$ cat config.mk
export PLATFORM = sky130hd
export DESIGN_NAME = hazard_scoreboard_flat
export DESIGN_NICKNAME = d
export VERILOG_FILES = /design/src/rtl/hazard_scoreboard_if.sv /design/src/rtl/hazard_scoreboard.sv /design/src/flat_wrapper.sv
export SDC_FILE = /design/constraint.sdc
export NUM_CORES = 1
export LEC_CHECK = 0
export CAP_MARGIN = 20
export CORE_MARGIN = 2
export CORE_UTILIZATION = 45
export DETAILED_ROUTE_END_ITERATION = 10
export GPL_TIMING_DRIVEN = 0
export PLACE_DENSITY = 0.87
export SYNTH_ARGS = -nofsm -noshare
export SYNTH_HDL_FRONTEND = slang
export SYNTH_SLANG_ARGS = --single-unit
export TNS_END_PERCENT = 10
$ cat constraint.sdc
create_clock -name i_CLK -period 2.87 [get_ports i_CLK]
set_clock_uncertainty 0.05 [all_clocks]
set_input_delay 0.287 -clock i_CLK [delete_from_list [all_inputs] [get_ports i_CLK]]
set_output_delay 0.287 -clock i_CLK [all_outputs]
set_load 0.01 [all_outputs]
$ cat src/rtl/hazard_scoreboard_if.sv
// hazard_scoreboard_if: issue, result, operand and status signals of the hazard scoreboard
interface hazard_scoreboard_if #(
  parameter int DW    = 32,
  parameter int AW    = 5,
  parameter int DEPTH = 3,
  parameter int NSRC  = 2
);
  logic                  adv;
  logic                  flush;
  logic                  iss_valid;
  logic                  iss_wen;
  logic                  iss_load;
  logic [AW-1:0]         iss_dst;
  logic [DEPTH-1:0]      res_we;
  logic [DEPTH*DW-1:0]   res_data;
  logic [NSRC*AW-1:0]    src_reg;
  logic [NSRC*DW-1:0]    src_rfdata;
  logic [NSRC*DW-1:0]    fwd_data;
  logic [NSRC-1:0]       fwd_hit;
  logic                  stall;
  logic [15:0]           stall_cycles;
  logic [15:0]           stall_events;
  modport master (
    output adv, flush, iss_valid, iss_wen, iss_load, iss_dst, res_we, res_data, src_reg, src_rfdata,
    input  fwd_data, fwd_hit, stall, stall_cycles, stall_events
  );
  modport slave (
    input  adv, flush, iss_valid, iss_wen, iss_load, iss_dst, res_we, res_data, src_reg, src_rfdata,
    output fwd_data, fwd_hit, stall, stall_cycles, stall_events
  );
endinterface

$ cat src/rtl/hazard_scoreboard.sv
// hazard_scoreboard: in-flight destination tracking with youngest-first operand bypass and stall detection
module hazard_scoreboard #(
  parameter int DW    = 32,
  parameter int AW    = 5,
  parameter int DEPTH = 3,
  parameter int NSRC  = 2
) (
  input logic                 i_CLK,
  input logic                 i_nRST,
  hazard_scoreboard_if.slave  sb
);
  typedef struct packed {
    logic          valid;
    logic          wen;
    logic          load;
    logic [AW-1:0] dst;
    logic [DW-1:0] data;
    logic          ok;
  } slot_t;
  typedef enum logic {RUN, STALL} state_t;
  slot_t            r_slot [DEPTH];
  slot_t            w_cap  [DEPTH];
  slot_t            w_nxt  [DEPTH];
  slot_t            w_iss;
  state_t           r_state;
  logic [15:0]      r_cyc;
  logic [15:0]      r_ev;
  logic [NSRC-1:0]  w_found;
  logic [NSRC-1:0]  w_pend;
  logic [NSRC-1:0]  w_hit;
  logic [NSRC*DW-1:0] w_fwd;
  logic             w_stall;
  // slot contents after this cycle's result strobes, before any shift
  always_comb begin
    for (int k = 0; k < DEPTH; k++) begin
      w_cap[k] = r_slot[k];
      if (sb.res_we[k] && r_slot[k].valid && r_slot[k].wen) begin
        w_cap[k].data = sb.res_data[k*DW +: DW];
        w_cap[k].ok   = 1'b1;
      end
    end
  end
  always_comb begin
    w_iss = {sb.iss_valid & ~w_stall, sb.iss_wen, sb.iss_load, sb.iss_dst, {DW{1'b0}}, 1'b0};
    w_nxt[0] = sb.adv ? w_iss : w_cap[0];
    if (sb.flush) w_nxt[0].valid = 1'b0;
    for (int k = 1; k < DEPTH; k++) w_nxt[k] = sb.adv ? w_cap[k-1] : w_cap[k];
  end
  // the first match decides, so an older slot with data never masks a younger pending one
  always_comb begin
    w_found = '0;
    w_pend  = '0;
    w_hit   = '0;
    w_fwd   = sb.src_rfdata;
    for (int i = 0; i < NSRC; i++)
      for (int k = 0; k < DEPTH; k++)
        if (!w_found[i] && r_slot[k].valid && r_slot[k].wen &&
            r_slot[k].dst == sb.src_reg[i*AW +: AW] && sb.src_reg[i*AW +: AW] != '0) begin
          w_found[i] = 1'b1;
          if (r_slot[k].ok) begin
            w_fwd[i*DW +: DW] = r_slot[k].data;
            w_hit[i]          = 1'b1;
          end else if (sb.res_we[k]) begin
            w_fwd[i*DW +: DW] = sb.res_data[k*DW +: DW];
            w_hit[i]          = 1'b1;
          end else w_pend[i] = 1'b1;
        end
  end
  assign w_stall         = |w_pend;
  assign sb.stall        = w_stall;
  assign sb.fwd_hit      = w_hit;
  assign sb.fwd_data     = w_fwd;
  assign sb.stall_cycles = r_cyc;
  assign sb.stall_events = r_ev;
  always_ff @(posedge i_CLK) begin
    if (i_nRST) begin
      for (int k = 0; k < DEPTH; k++) r_slot[k] <= '0;
      r_state <= RUN;
      r_cyc   <= '0;
      r_ev    <= '0;
    end else begin
      for (int k = 0; k < DEPTH; k++) r_slot[k] <= w_nxt[k];
      r_state <= w_stall ? STALL : RUN;
      if (w_stall && r_cyc != 16'hFFFF) r_cyc <= r_cyc + 16'd1;
      if (w_stall && r_state == RUN && r_ev != 16'hFFFF) r_ev <= r_ev + 16'd1;
    end
  end
endmodule

$ cat src/flat_wrapper.sv
// flat-port wrapper written by rule: the top's interface ports become plain ports
module hazard_scoreboard_flat 
#(
  parameter int DW    = 32,
  parameter int AW    = 5,
  parameter int DEPTH = 3,
  parameter int NSRC  = 2
)
  (i_CLK, i_nRST, sb_adv, sb_flush, sb_iss_valid, sb_iss_wen, sb_iss_load, sb_iss_dst, sb_res_we, sb_res_data, sb_src_reg, sb_src_rfdata, sb_fwd_data, sb_fwd_hit, sb_stall, sb_stall_cycles, sb_stall_events);
  hazard_scoreboard_if #(.DW(DW), .AW(AW), .DEPTH(DEPTH), .NSRC(NSRC)) sb_i ();
  input logic i_CLK;
  input logic i_nRST;
  input wire logic [$bits(sb_i.adv)-1:0] sb_adv;
  input wire logic [$bits(sb_i.flush)-1:0] sb_flush;
  input wire logic [$bits(sb_i.iss_valid)-1:0] sb_iss_valid;
  input wire logic [$bits(sb_i.iss_wen)-1:0] sb_iss_wen;
  input wire logic [$bits(sb_i.iss_load)-1:0] sb_iss_load;
  input wire logic [$bits(sb_i.iss_dst)-1:0] sb_iss_dst;
  input wire logic [$bits(sb_i.res_we)-1:0] sb_res_we;
  input wire logic [$bits(sb_i.res_data)-1:0] sb_res_data;
  input wire logic [$bits(sb_i.src_reg)-1:0] sb_src_reg;
  input wire logic [$bits(sb_i.src_rfdata)-1:0] sb_src_rfdata;
  output wire logic [$bits(sb_i.fwd_data)-1:0] sb_fwd_data;
  output wire logic [$bits(sb_i.fwd_hit)-1:0] sb_fwd_hit;
  output wire logic [$bits(sb_i.stall)-1:0] sb_stall;
  output wire logic [$bits(sb_i.stall_cycles)-1:0] sb_stall_cycles;
  output wire logic [$bits(sb_i.stall_events)-1:0] sb_stall_events;
  assign sb_i.adv = sb_adv;
  assign sb_i.flush = sb_flush;
  assign sb_i.iss_valid = sb_iss_valid;
  assign sb_i.iss_wen = sb_iss_wen;
  assign sb_i.iss_load = sb_iss_load;
  assign sb_i.iss_dst = sb_iss_dst;
  assign sb_i.res_we = sb_res_we;
  assign sb_i.res_data = sb_res_data;
  assign sb_i.src_reg = sb_src_reg;
  assign sb_i.src_rfdata = sb_src_rfdata;
  assign sb_fwd_data = sb_i.fwd_data;
  assign sb_fwd_hit = sb_i.fwd_hit;
  assign sb_stall = sb_i.stall;
  assign sb_stall_cycles = sb_i.stall_cycles;
  assign sb_stall_events = sb_i.stall_events;
  hazard_scoreboard #(.DW(DW), .AW(AW), .DEPTH(DEPTH), .NSRC(NSRC)) u_core (.i_CLK(i_CLK), .i_nRST(i_nRST), .sb(sb_i));
endmodule
==> results of run 1 <==
power groups by stage:
stage / combinational [mW] / clock, mW / sequential [mW]
finish: 1.11 / 2.22 / 2.20
global route: 1.15 / 2.28 / 2.20
CTS: 1.04 / 2.19 / 2.20
detailed placement: 1.03 / 0 / 2.25
global placement: 1.02 / 0 / 2.24
floorplan: 0.436 / 0 / 2.24
state kept, by name (all words and copies together) (netlist names):
signal	cells
u_core.r_slot	120
u_core.sb.stall_cycles	16
u_core.sb.stall_events	16
u_core.r_state	1
cells in the mapped netlist (15+ instances only):
master,instances
sky130_fd_sc_hd__nor2_1,249
sky130_fd_sc_hd__dfxtp_1,153
sky130_fd_sc_hd__a21oi_1,141
sky130_fd_sc_hd__nand2_1,137
sky130_fd_sc_hd__mux2i_1,108
sky130_fd_sc_hd__clkbuf_1,87
sky130_fd_sc_hd__o21ai_0,65
sky130_fd_sc_hd__o22ai_1,48
sky130_fd_sc_hd__mux2_2,41
sky130_fd_sc_hd__or2_2,38
sky130_fd_sc_hd__a211oi_1,34
sky130_fd_sc_hd__xnor2_1,28
sky130_fd_sc_hd__nand3_1,27
sky130_fd_sc_hd__buf_1,23
sky130_fd_sc_hd__xor2_1,19
sky130_fd_sc_hd__o211ai_1,16
sky130_fd_sc_hd__o22a_1,15
per-layer routing:
layer / vias up / routed length, um
met1: 6201 / 18170
met5: - / 14
met4: 2 / 5270
met3: 345 / 6994
met2: 1245 / 22270
li1: 5687 / -
worst reg2reg max path: cells and delay by family, from the launching register on:
kind / cells / cell delay [ns]
compound gates: 2 / 0.30
buf+inv: 1 / 0.42
flops: 1 / 0.45
mux: 1 / 0.32
simple gates: 5 / 1.32
logic make-up after synthesis:
logic type,Yosys count
compound gates,388
mux,152
flops,153
buf+inv,122
fa+ha+maj,2
simple gates,529
xor+xnor,47
how the worst max path moves through the flow:
stage	endpoint	slack [ns]	cells past startpoint
2_1_floorplan	sb_fwd_data[8]	-0.03	11
3_3_place_gp	sb_fwd_data[37]	-1.87	11
3_5_place_dp	sb_fwd_data[43]	-1.89	11
4_1_cts	sb_fwd_data[0]	-0.35	11
5_1_grt	sb_fwd_data[0]	-0.48	9
6_report	sb_fwd_data[0]	-0.52	9
repair_timing:
action	4_1_cts	5_1_grt
resized for setup	474	60
gates cloned	4	1
hold buffers	0	0
endpoints found under the setup margin	101	86
buffers inserted	39	17
pin swaps	42	26
metrics by stage:
step	setup WS [ns]	hold slack, ns	area [um^2]	instances	utilization
final	-0.5244	0.3753	15130	2045	0.6684
after global placement	-1.872	0.4320	13540	1958	0.5980
after detailed placement	-1.894	0.4446	13540	1958	0.5980
after CTS	-0.3481	0.3644	14870	2029	0.6568
after global routing	-0.4776	0.3934	15130	2042	0.6681
after floorplan	-0.02941	0.3138	10380	1393	-
cell type report:
cell class | instances | area [um^2]
clock inverters | 14 | 128.9
inverters | 6 | 22.52
flip-flops and latches | 153 | 3099
well taps | 285 | 356.6
fillers | 1864 | 7507
multi-input cells | 1120 | 7377
clock buffers | 18 | 429.2
diodes | 4 | 10.01
plain buffers | 110 | 651.9
repair buffers | 335 | 3058
==> summary.txt, run 1 <==
Status
  • Outcome: complete, but fails checks
  • Violations in the final reports: negative setup slack

Layout
  • Leading cell type in the layout, fill and taps excluded: sky130_fd_sc_hd__nor2_1
  • Area added between synthesis and finish: 45.93%
  • Post-layout nets: 1930
  • Commonest cells after routing, fill and taps aside: sky130_fd_sc_hd__nor2_1, sky130_fd_sc_hd__clkdlybuf4s50_1, sky130_fd_sc_hd__a21oi_1
  • Fraction of final layout cells sized beyond drive strength 1: 0.2232

Clock network
  • Maximum root-to-sink buffer count: 2
  • CTS sink count: 153
  • Clock latency on the worst-skew pair: 0.44 ns
  • Clock input transition at the sequential cells of the worst setup and hold paths: 0.06 ns
  • H-tree depth: 4
  • Cts bufs inserted: 17
  • Buffer type at the clock tree root: sky130_fd_sc_hd__clkbuf_16
  • CTS tree: done

Floorplanning
  • CORE AREA: 0.02264 mm^2
  • Initial cell density of the core: 0.4580
  • Area of the die: 0.02428 mm^2
  • IO Pins: 284
  • Vertical die dimension: 155.8 um
  • DIE WIDTH: 155.8 um
  • Cell row count: 55

Critical path
  • Timing startpoint of the critical path: u_core.r_slot[0][119]
  • Cell with the most instances on the worst path: sky130_fd_sc_hd__buf_6
  • Nature of the critical path endpoint: output pin
  • Kind of start point of the critical path: register
  • Crit Path Category: reg -> out
  • Launch point of the worst reg-to-reg path: u_core.sb.stall_cycles[2]
  • Maximum single-stage delay on the critical path: 0.43 ns
  • Register-to-Register Path Depth: 9
  • Required arrival time at the worst endpoint: 2.53 ns
  • Total buffers and inverters traversed by the critical path: 2
  • Largest fanout on the critical path: 6
  • Ordered list of cells on the worst path: xor2_2, nor4_2, nand3_1, or3_4, o21a_4, and2_4, buf_6, a211o_1, buf_6
  • Endpoint of the worst register-to-register path: u_core.sb.stall_cycles[5]
  • CP arrival: 3.06 ns
  • Worst path top cell family by delay: simple AND/OR/NAND/NOR gates
  • Slowest CP cell: sky130_fd_sc_hd__nor4_2
  • Worst-case register-to-register setup slack: -0.10 ns

Logic synthesis
  • Largest family of logic cells by synthesized area: compound AO/OA/AOI/OAI gates
  • Number of enable flip-flop cells after synthesis: 0
  • Cell type contributing the most total cell area after synthesis: sky130_fd_sc_hd__dfxtp_1
  • Top post-synthesis cells by area: sky130_fd_sc_hd__dfxtp_1, sky130_fd_sc_hd__mux2i_1, sky130_fd_sc_hd__nor2_1
  • Number of different library cells in the post-synthesis netlist: 59
  • Mean post-synth cell area: 7.444 um^2
  • Synthesized-area fraction occupied by and/or/nand/nor cells: 0.2254
  • Sequential fraction of the synthesis area: 0.2954
  • Post-synthesis cell area: 0.01037 mm^2
  • Fraction of the mapped netlist area in compound gates: 0.2382
  • Synthesized Nets: 1580
  • Adder-Cell Fraction of Synth Area: 0.002413
  • Share of Yosys cell area claimed by the top area cell type: 0.2954
  • Multiplexer share of the synthesized area: 0.1520
  • Number of synthesized register bits: 153
  • Post-synthesis share of cell area spent on xor and xnor gates: 0.03970
  • Synth Flop Type: sky130_fd_sc_hd__dfxtp_1
  • Number of warnings issued by yosys: 0
  • Share of flip-flops with an asynchronous set or reset after synthesis: 0
  • Post-Syn Instances: 1393

Detailed routing
  • Per-cell routed wire length: 25.78 um
  • Routed Wire Length: 52720 um
  • Number of detailed-route iterations in the first pass: 8
  • Remaining routing DRC violations: 0
  • Count of nets left with antenna violations after detail routing: 0
  • Number of vias in the routed layout: 13480
  • Number of vias per cell after detailed routing: 6.592
  • Number of DRC markers after the initial detailed-route iteration: 1763

Global routing
  • Met1 layer usage reported by global route: 0.4822
  • First-pass GRT wire length: 75330 um
  • Pin count of the biggest net entering global routing: 17
  • Total global routing track utilization: 0.4140
  • Via count of the first global-routing pass: 12510
  • GR Layer Usage met3: 0.1189
  • Most Crowded Layer GR: met2
  • Global-route congestion overflow total: 0
  • Met2 usage in global routing: 0.6405
  • Initial antenna violation count: 4

Timing
  • Number of failing setup endpoints in the final timing report: 73
  • TNS Setup: -18.94 ns
  • Final Slew Violations: 0
  • Final hold violation count: 0
  • Fmax: 0.2946 GHz
  • Part of the cycle the worst path needs: 1.183
  • Min Clock Period, post-route: 3.394 ns
  • RSZ-0062 raised after global routing: yes
  • Remaining max-slew budget at the tightest pin: 0.3201
  • Tightest Pin Transition: 1.020 ns
  • Final critical-path setup slack: -0.5244 ns

Hold path
  • Hold Startpoint: sb_flush
  • Hold-critical path depth: 2
  • HP Class: in -> reg
  • End point of the worst hold path: u_core.r_slot[0][40]

Power
  • Pwr per Cell Area: 364.7 mW/mm^2
  • Fraction of power spent switching nets: 0.3089
  • Worst IR drop on VDD: 0.4172 mV
  • Internal power contribution: 3.815 mW
  • Combinational Power Share: 0.200
  • Net switching power: 1.705 mW
  • Reported leakage power: 6.204 nW
  • Fraction of power consumed by the clock network: 0.401
  • Pwr Total: 5.519 mW
  • Sequential power share: 0.398

Run
  • Reported max-cap violation count: 0

Placed design
  • Final HPWL DP: 37730 um
  • Final weighted congestion in routability-driven placement: 1.033
  • Count of input and output buffers: 280
(Power assumes the default switching activity.)
==> inputs of run 2 (changes only) <==
--- a/config.mk
+++ b/config.mk
@@ -6,11 +6,11 @@
 export NUM_CORES = 1
 export LEC_CHECK = 0
 export CAP_MARGIN = 20
-export CORE_MARGIN = 2
 export CORE_UTILIZATION = 45
 export DETAILED_ROUTE_END_ITERATION = 10
 export GPL_TIMING_DRIVEN = 0
 export PLACE_DENSITY = 0.87
+export SETUP_SLACK_MARGIN = 0.4
 export SYNTH_ARGS = -nofsm -noshare
 export SYNTH_HDL_FRONTEND = slang
 export SYNTH_SLANG_ARGS = --single-unit
==> run 2 against run 1 <==
  * The flow still finishes with violations (negative setup slack)
  * First-iteration DRC count is 11% higher
  * Sequential share of layout area rose by 0.12 points
  * Die area decreased by 2.6%
==> summary.txt, run 2 (synthesis results as in run 1) <==
Clock network
  • CTS sink count: 153 (unchanged)
  • Buffer type at the clock tree root: sky130_fd_sc_hd__clkbuf_16 (unchanged)
  • CTS tree: done (unchanged)
  • Cts bufs inserted: 17 (unchanged)
  • Clock latency on the worst-skew pair: 0.43 ns (was 0.44 ns)
  • Maximum root-to-sink buffer count: 2 (unchanged)
  • H-tree depth: 4 (unchanged)
  • Clock input transition at the sequential cells of the worst setup and hold paths: 0.07 ns (was 0.06 ns)
  • Hold buffer count at cts: 0 (unchanged)

Placed design
  • Final HPWL DP: 37700 um (was 37730 um)
  • Count of input and output buffers: 280 (unchanged)
  • Final weighted congestion in routability-driven placement: 1.008 (was 1.033)

Critical path
  • Nature of the critical path endpoint: output pin (unchanged)
  • CP arrival: 3.03 ns (was 3.06 ns)
  • Register-to-Register Path Depth: 13 (was 9)
  • Launch point of the worst reg-to-reg path: u_core.r_slot[0][117] (was u_core.sb.stall_cycles[2])
  • Critical path endpoint: sb_fwd_data[8] (was sb_fwd_data[0])
  • Kind of start point of the critical path: register (unchanged)
  • Endpoint of the worst register-to-register path: u_core.sb.stall_cycles[5] (unchanged)
  • Crit Path Category: reg -> out (unchanged)
  • Timing startpoint of the critical path: u_core.r_slot[0][117] (was u_core.r_slot[0][119])
  • Worst-case register-to-register setup slack: -0.16 ns (was -0.10 ns)
  • Largest fanout on the critical path: 6 (unchanged)
  • Required arrival time at the worst endpoint: 2.53 ns (about the same)

Layout
  • Number of flip-flops under the largest register name: 120 (unchanged)
  • Post-route core utilization: 0.6625 (was 0.6684)
  • Commonest cells after routing, fill and taps aside: sky130_fd_sc_hd__nor2_1, sky130_fd_sc_hd__clkdlybuf4s50_1, sky130_fd_sc_hd__dfxtp_1 (was sky130_fd_sc_hd__nor2_1, sky130_fd_sc_hd__clkdlybuf4s50_1, sky130_fd_sc_hd__a21oi_1)
  • Register ranked first by flip-flop count: u_core.r_slot (unchanged)
  • Post-layout nets: 1913 (was 1930)
  • Area added between synthesis and finish: 44.64% (was 45.93%)
  • Fraction of final layout cells sized beyond drive strength 1: 0.2100 (was 0.2232)
  • Leading cell type in the layout, fill and taps excluded: sky130_fd_sc_hd__nor2_1 (unchanged)

Timing
  • Min Clock Period, post-route: 3.364 ns (was 3.394 ns)
  • RSZ-0062 raised after global routing: yes (unchanged)
  • Worst Hold Slack: 0.3510 ns (was 0.3753 ns)
  • Number of failing setup endpoints in the final timing report: 74 (was 73)
  • Tightest Pin Transition: 1.015 ns (was 1.020 ns)
  • Final hold violation count: 0 (unchanged)
  • Remaining max-slew budget at the tightest pin: 0.3233 (was 0.3201)
  • Final Slew Violations: 0 (unchanged)
  • Final critical-path setup slack: -0.4936 ns (was -0.5244 ns)
  • Fmax: 0.2973 GHz (was 0.2946 GHz)
  • Part of the cycle the worst path needs: 1.172 (was 1.183)

Power
  • Pwr per Cell Area: 377.6 mW/mm^2 (was 364.7 mW/mm^2)
  • Worst IR drop on VDD: 0.3767 mV (was 0.4172 mV)
  • Reported leakage power: 6.076 nW (was 6.204 nW)

Detailed routing
  • Number of detailed-route iterations in the first pass: 6 (was 8)
  • Number of vias in the routed layout: 13180 (was 13480)
  • Number of DRC markers after the initial detailed-route iteration: 1961 (was 1763)
  • Count of nets left with antenna violations after detail routing: 0 (unchanged)
  • Remaining routing DRC violations: 0 (unchanged)
  • Routed Wire Length: 52460 um (was 52720 um)
  • Number of vias per cell after detailed routing: 6.509 (was 6.592)
  • Per-cell routed wire length: 25.90 um (was 25.78 um)

Global routing
  • Global-route congestion overflow total: 0 (unchanged)
  • Pin count of the biggest net entering global routing: 17 (unchanged)
  • Via count of the first global-routing pass: 12190 (was 12510)
  • Total global routing track utilization: 0.4316 (was 0.4140)
  • Initial antenna violation count: 2 (was 4)
  • First-pass GRT wire length: 75820 um (was 75330 um)

Hold path
  • Hold-critical path depth: 2 (unchanged)
  • HP Class: in -> reg (unchanged)

Status
  • Outcome: complete, but fails checks (unchanged)
  • Violations in the final reports: negative setup slack (unchanged)

Floorplanning
  • Vertical die dimension: 153.8 um (was 155.8 um)
  • Area of the die: 0.02366 mm^2 (was 0.02428 mm^2)
  • Cell row count: 55 (unchanged)
  • CORE AREA: 0.02264 mm^2 (unchanged)
  • IO Pins: 284 (unchanged)
  • DIE WIDTH: 153.8 um (was 155.8 um)
  • Initial cell density of the core: 0.4580 (unchanged)

Run
  • Reported max-cap violation count: 0 (unchanged)
run 2: cell count changes in the layout (fill, tap and decap cells not counted), sizes merged:
cell           change
buf               -13
inv                -7
bufinv             +3
clkinv             +3
dlygate4sd2        -3
clkdlybuf4s15      +2
clkinvlp           -2
diode              -2
and2               -1
clkbuf             +1
o21a               -1
run 2: timing repair:
item	CTS	global route
endpoints found under the hold margin	0	0
resized for setup	411	101
setup buffers	19	12
cloned	3	0
pin swaps	37	40
endpoints found under the setup margin	103	118
run 2: cell type report:
class | count | area [um^2]
multi-input combinational | 1118 | 7325
tap | 285 | 356.6
buffer | 116 | 681.9
clock buffer | 20 | 446.7
timing repair buffer | 314 | 2925
inverter | 6 | 22.52
fill | 1872 | 7641
clock inverter | 11 | 147.6
sequential | 153 | 3089
antenna | 2 | 5.005
run 2: worst max-delay path: stages (launching register included):
cell                        delay [ns]
sky130_fd_sc_hd__dfxtp_4          0.35
sky130_fd_sc_hd__xor2_1           0.17
sky130_fd_sc_hd__nor4_2           0.32
sky130_fd_sc_hd__nand3_1          0.11
sky130_fd_sc_hd__or3_1            0.33
sky130_fd_sc_hd__buf_6            0.13
sky130_fd_sc_hd__o21a_4           0.22
sky130_fd_sc_hd__and2_4           0.18
sky130_fd_sc_hd__clkbuf_16        0.16
sky130_fd_sc_hd__buf_12           0.14
sky130_fd_sc_hd__nand2_4          0.06
sky130_fd_sc_hd__o211ai_1         0.19
sky130_fd_sc_hd__buf_2            0.21
run 2: worst min path at each step:
| stage | start | end | slack, ns |
|---|---|---|---|
| 2_1_floorplan | sb_flush | u_core.r_slot[0][40] | 0.31 |
| 3_3_place_gp | u_core.sb.stall_events[9] | u_core.sb.stall_events[9] | 0.43 |
| 3_5_place_dp | u_core.sb.stall_events[9] | u_core.sb.stall_events[9] | 0.44 |
| 4_1_cts | sb_flush | u_core.r_slot[0][40] | 0.35 |
| 5_1_grt | sb_flush | u_core.r_slot[0][40] | 0.36 |
| 6_report | sb_flush | u_core.r_slot[0][40] | 0.35 |
run 2: power breakdown:
| part | total, mW | switching [mW] | internal [mW] |
|---|---|---|---|
| logic | 1.09 | 0.593 | 0.500 |
| clock network | 2.37 | 0.984 | 1.39 |
| registers | 2.20 | 0.0308 | 2.17 |
run 2: routing by layer:
metal / vias up / track usage / routed length [um]
li1: 5643 / - / -
met1: 6136 / 0.5126 / 18990
met2: 1108 / 0.6690 / 22980
met3: 294 / 0.1359 / 6298
met4: 0 / 0.2871 / 4181
met5: - / 0 / 0
run 2: stage by stage:
stage          setup WS (ns)  instances  area, um^2  power [mW]  TNS (ns)
6_report             -0.4936       2025       15000       5.664    -22.72
5_1_grt              -0.5674       2023       14990       5.785    -27.19
4_1_cts              -0.4519       2011       14740       5.573    -19.87
3_5_place_dp          -2.081       1958       13580       3.271   -122.92
3_3_place_gp          -2.091       1958       13580       3.264   -118.29
2_1_floorplan        0.06994       1393       10420       2.674         0
==> inputs of run 3 (changes only) <==
--- a/config.mk
+++ b/config.mk
@@ -10,6 +10,7 @@
 export DETAILED_ROUTE_END_ITERATION = 10
 export GPL_TIMING_DRIVEN = 0
 export PLACE_DENSITY = 0.87
+export REMOVE_ABC_BUFFERS = 1
 export SETUP_SLACK_MARGIN = 0.4
 export SYNTH_ARGS = -nofsm -noshare
 export SYNTH_HDL_FRONTEND = slang
==> run 3 against run 2 <==
  * The run still ends with negative setup slack left
  * Combinational power is 11% lower
  * Clock power up 3%
  * Register-to-register slack worse by 0.05 ns
  * Maximum frequency increased by 0.94%
  * Total power fell by 1.0%
  * Sequential power is essentially flat
  * Setup slack gained 0.031 ns
  * Highest routed layer unchanged
==> summary.txt, run 3 (synthesis results as in run 1) <==
Timing
  • TNS Setup: -19.91 ns (was -22.72 ns)
  • Remaining max-slew budget at the tightest pin: 0.3104 (was 0.3233)
  • Tightest Pin Transition: 1.034 ns (was 1.015 ns)
  • Number of failing setup endpoints in the final timing report: 79 (was 74)
  • Final critical-path setup slack: -0.4623 ns (was -0.4936 ns)
  • RSZ-0062 raised after global routing: yes (unchanged)
  • Fmax: 0.3001 GHz (was 0.2973 GHz)
  • Part of the cycle the worst path needs: 1.161 (was 1.172)
  • Final hold violation count: 0 (unchanged)
  • Final Slew Violations: 0 (unchanged)
  • Worst Hold Slack: 0.3133 ns (was 0.3510 ns)
  • Min Clock Period, post-route: 3.332 ns (was 3.364 ns)

Status
  • Outcome: complete, but fails checks (unchanged)
  • Violations in the final reports: negative setup slack (unchanged)

Global routing
  • Initial antenna violation count: 2 (unchanged)
  • Pin count of the biggest net entering global routing: 94 (was 17)
  • Total global routing track utilization: 0.3735 (was 0.4316)
  • Global-route congestion overflow total: 0 (unchanged)
  • Via count of the first global-routing pass: 12070 (was 12190)
  • First-pass GRT wire length: 68070 um (was 75820 um)

Critical path
  • Worst-case register-to-register setup slack: -0.21 ns (was -0.16 ns)
  • Slowest CP cell: sky130_fd_sc_hd__or4_4 (was sky130_fd_sc_hd__dfxtp_4)
  • Logic depth of the worst setup path including buffers: 11 (was 12)
  • Register-to-Register Path Depth: 9 (was 13)
  • Ordered list of cells on the worst path: buf_4, xnor2_1, nand4_1, or4_4, nor2_4, nor2_4, buf_4, o21a_4, buf_6, a221o_1, buf_2 (was xor2_1, nor4_2, nand3_1, or3_1, buf_6, o21a_4, and2_4, clkbuf_16, buf_12, nand2_4, o211ai_1, buf_2)
  • Total buffers and inverters traversed by the critical path: 4 (unchanged)
  • Maximum single-stage delay on the critical path: 0.59 ns (was 0.35 ns)
  • CP arrival: 3.00 ns (was 3.03 ns)
  • Worst path top cell family by delay: simple AND/OR/NAND/NOR gates (unchanged)
  • Endpoint of the worst register-to-register path: u_core.sb.stall_cycles[5] (unchanged)
  • Nature of the critical path endpoint: output pin (unchanged)
  • Kind of start point of the critical path: register (unchanged)
  • Required arrival time at the worst endpoint: 2.53 ns (about the same)
  • Critical path endpoint: sb_fwd_data[52] (was sb_fwd_data[8])
  • Largest fanout on the critical path: 5 (was 6)
  • Timing startpoint of the critical path: u_core.r_slot[0][119] (was u_core.r_slot[0][117])
  • Crit Path Category: reg -> out (unchanged)
  • Launch point of the worst reg-to-reg path: u_core.r_slot[0][119] (was u_core.r_slot[0][117])

Floorplanning
  • Cell row count: 55 (unchanged)
  • CORE AREA: 0.02264 mm^2 (unchanged)
  • IO Pins: 284 (unchanged)
  • Area of the die: 0.02366 mm^2 (unchanged)
  • DIE WIDTH: 153.8 um (unchanged)
  • Initial cell density of the core: 0.4580 (unchanged)
  • Vertical die dimension: 153.8 um (unchanged)

Layout
  • Area added between synthesis and finish: 46.20% (was 44.64%)
  • Commonest cells after routing, fill and taps aside: sky130_fd_sc_hd__nor2_1, sky130_fd_sc_hd__clkdlybuf4s50_1, sky130_fd_sc_hd__a21oi_1 (was sky130_fd_sc_hd__nor2_1, sky130_fd_sc_hd__clkdlybuf4s50_1, sky130_fd_sc_hd__dfxtp_1)
  • Fraction of final layout cells sized beyond drive strength 1: 0.2252 (was 0.2100)
  • Post-route core utilization: 0.6696 (was 0.6625)
  • Register ranked first by flip-flop count: u_core.r_slot (unchanged)
  • Final standard cell count with taps included and fillers excluded: 1988 (was 2025)
  • Leading cell type in the layout, fill and taps excluded: sky130_fd_sc_hd__nor2_1 (unchanged)
  • Number of flip-flops under the largest register name: 120 (unchanged)
  • Post-layout nets: 1875 (was 1913)
  • Post-route standard cell area excluding fillers: 0.01516 mm^2 (was 0.01500 mm^2)

Detailed routing
  • Per-cell routed wire length: 23.04 um (was 25.90 um)
  • Wire length on met2: 20640 um (was 22980 um)
  • Number of vias per cell after detailed routing: 6.286 (was 6.509)
  • Top layer used by detailed routing: met4 (unchanged)
  • Number of detailed-route iterations in the first pass: 6 (unchanged)
  • Remaining routing DRC violations: 0 (unchanged)
  • Routed Wire Length: 45800 um (was 52460 um)
  • Met3 Wirelength: 5384 um (was 6298 um)
  • Number of DRC markers after the initial detailed-route iteration: 1378 (was 1961)
  • Count of nets left with antenna violations after detail routing: 0 (unchanged)
  • Wire length the detailed router placed on met1: 17080 um (was 18990 um)
  • Number of vias in the routed layout: 12500 (was 13180)

Placed design
  • Final HPWL DP: 25220 um (was 37700 um)
  • Placement Setup Slack: -2.706 ns (was -2.081 ns)
  • Total cell area at the placement stage: 0.01333 mm^2 (was 0.01358 mm^2)
  • Final weighted congestion in routability-driven placement: 0.9144 (was 1.008)
  • Cell count after placement: 1856 (was 1958)
  • Count of input and output buffers: 282 (was 280)

Clock network
  • Clock latency on the worst-skew pair: 0.44 ns (was 0.43 ns)
  • Maximum root-to-sink buffer count: 2 (unchanged)
  • Cts bufs inserted: 17 (unchanged)
  • H-tree depth: 4 (unchanged)
  • Buffer type at the clock tree root: sky130_fd_sc_hd__clkbuf_16 (unchanged)
  • CTS tree: done (unchanged)
  • CTS sink count: 153 (unchanged)
  • Clock input transition at the sequential cells of the worst setup and hold paths: 0.07 ns (about the same)

Power
  • Pwr per Cell Area: 369.8 mW/mm^2 (was 377.6 mW/mm^2)
  • Pwr Total: 5.607 mW (was 5.664 mW)
  • Worst IR drop on VDD: 0.4264 mV (was 0.3767 mV)
  • Reported leakage power: 6.291 nW (was 6.076 nW)

Hold path
  • HP Class: in -> reg (unchanged)

Run
  • Reported max-cap violation count: 0 (unchanged)
[run 3: per-layer routing]
metal / up-vias / track usage
met2: 915 / 0.6169
met5: - / 0
li1: 5572 / -
met4: 0 / 0.2138
met1: 5772 / 0.4447
met3: 238 / 0.08737
[run 3: worst min path at each step]
stage,from,endpoint,cells after the start
6_report,i_nRST,u_core.sb.stall_events[6],2
5_1_grt,i_nRST,u_core.r_slot[0][45],2
4_1_cts,i_nRST,u_core.sb.stall_events[6],2
3_5_place_dp,u_core.sb.stall_events[9],u_core.sb.stall_events[9],2
3_3_place_gp,u_core.sb.stall_events[9],u_core.sb.stall_events[9],2
2_1_floorplan,i_nRST,u_core.r_slot[0][100],1
[run 3: report_power, final]
group          internal [mW]  switching, mW  total (mW)
Sequential              2.16         0.0461        2.21
Combinational          0.491          0.479       0.970
Clock                   1.34           1.09        2.43
[run 3: worst register-to-register path: cells and delay by family, from the launching register on]
family	cells	cell delay [ns]
xor gates and xnor gates	1	0.21
AOI/OAI and AO/OA	2	0.65
and+or+nand+nor	3	1.07
buffers and inverters	2	0.35
muxes	1	0.32
DFF	1	0.34
[run 3: area by class of cell]
type                       count  area, um^2
inverter                       6       22.52
clock buffer                  17       425.4
multi-input combinational   1126        7345
timing repair buffer         384        3709
sequential                   153        3099
clock inverter                15       198.9
tap                          285       356.6
fill                        1788        7480
antenna                        2       5.005
[run 3: timing repair]
item	CTS	global route
hold buffers	0	0
endpoints found under the setup margin	101	101
resized for setup	409	42
setup buffers	83	5
pin swaps	58	10
gates cloned	10	0
endpoints found under the hold margin	0	0
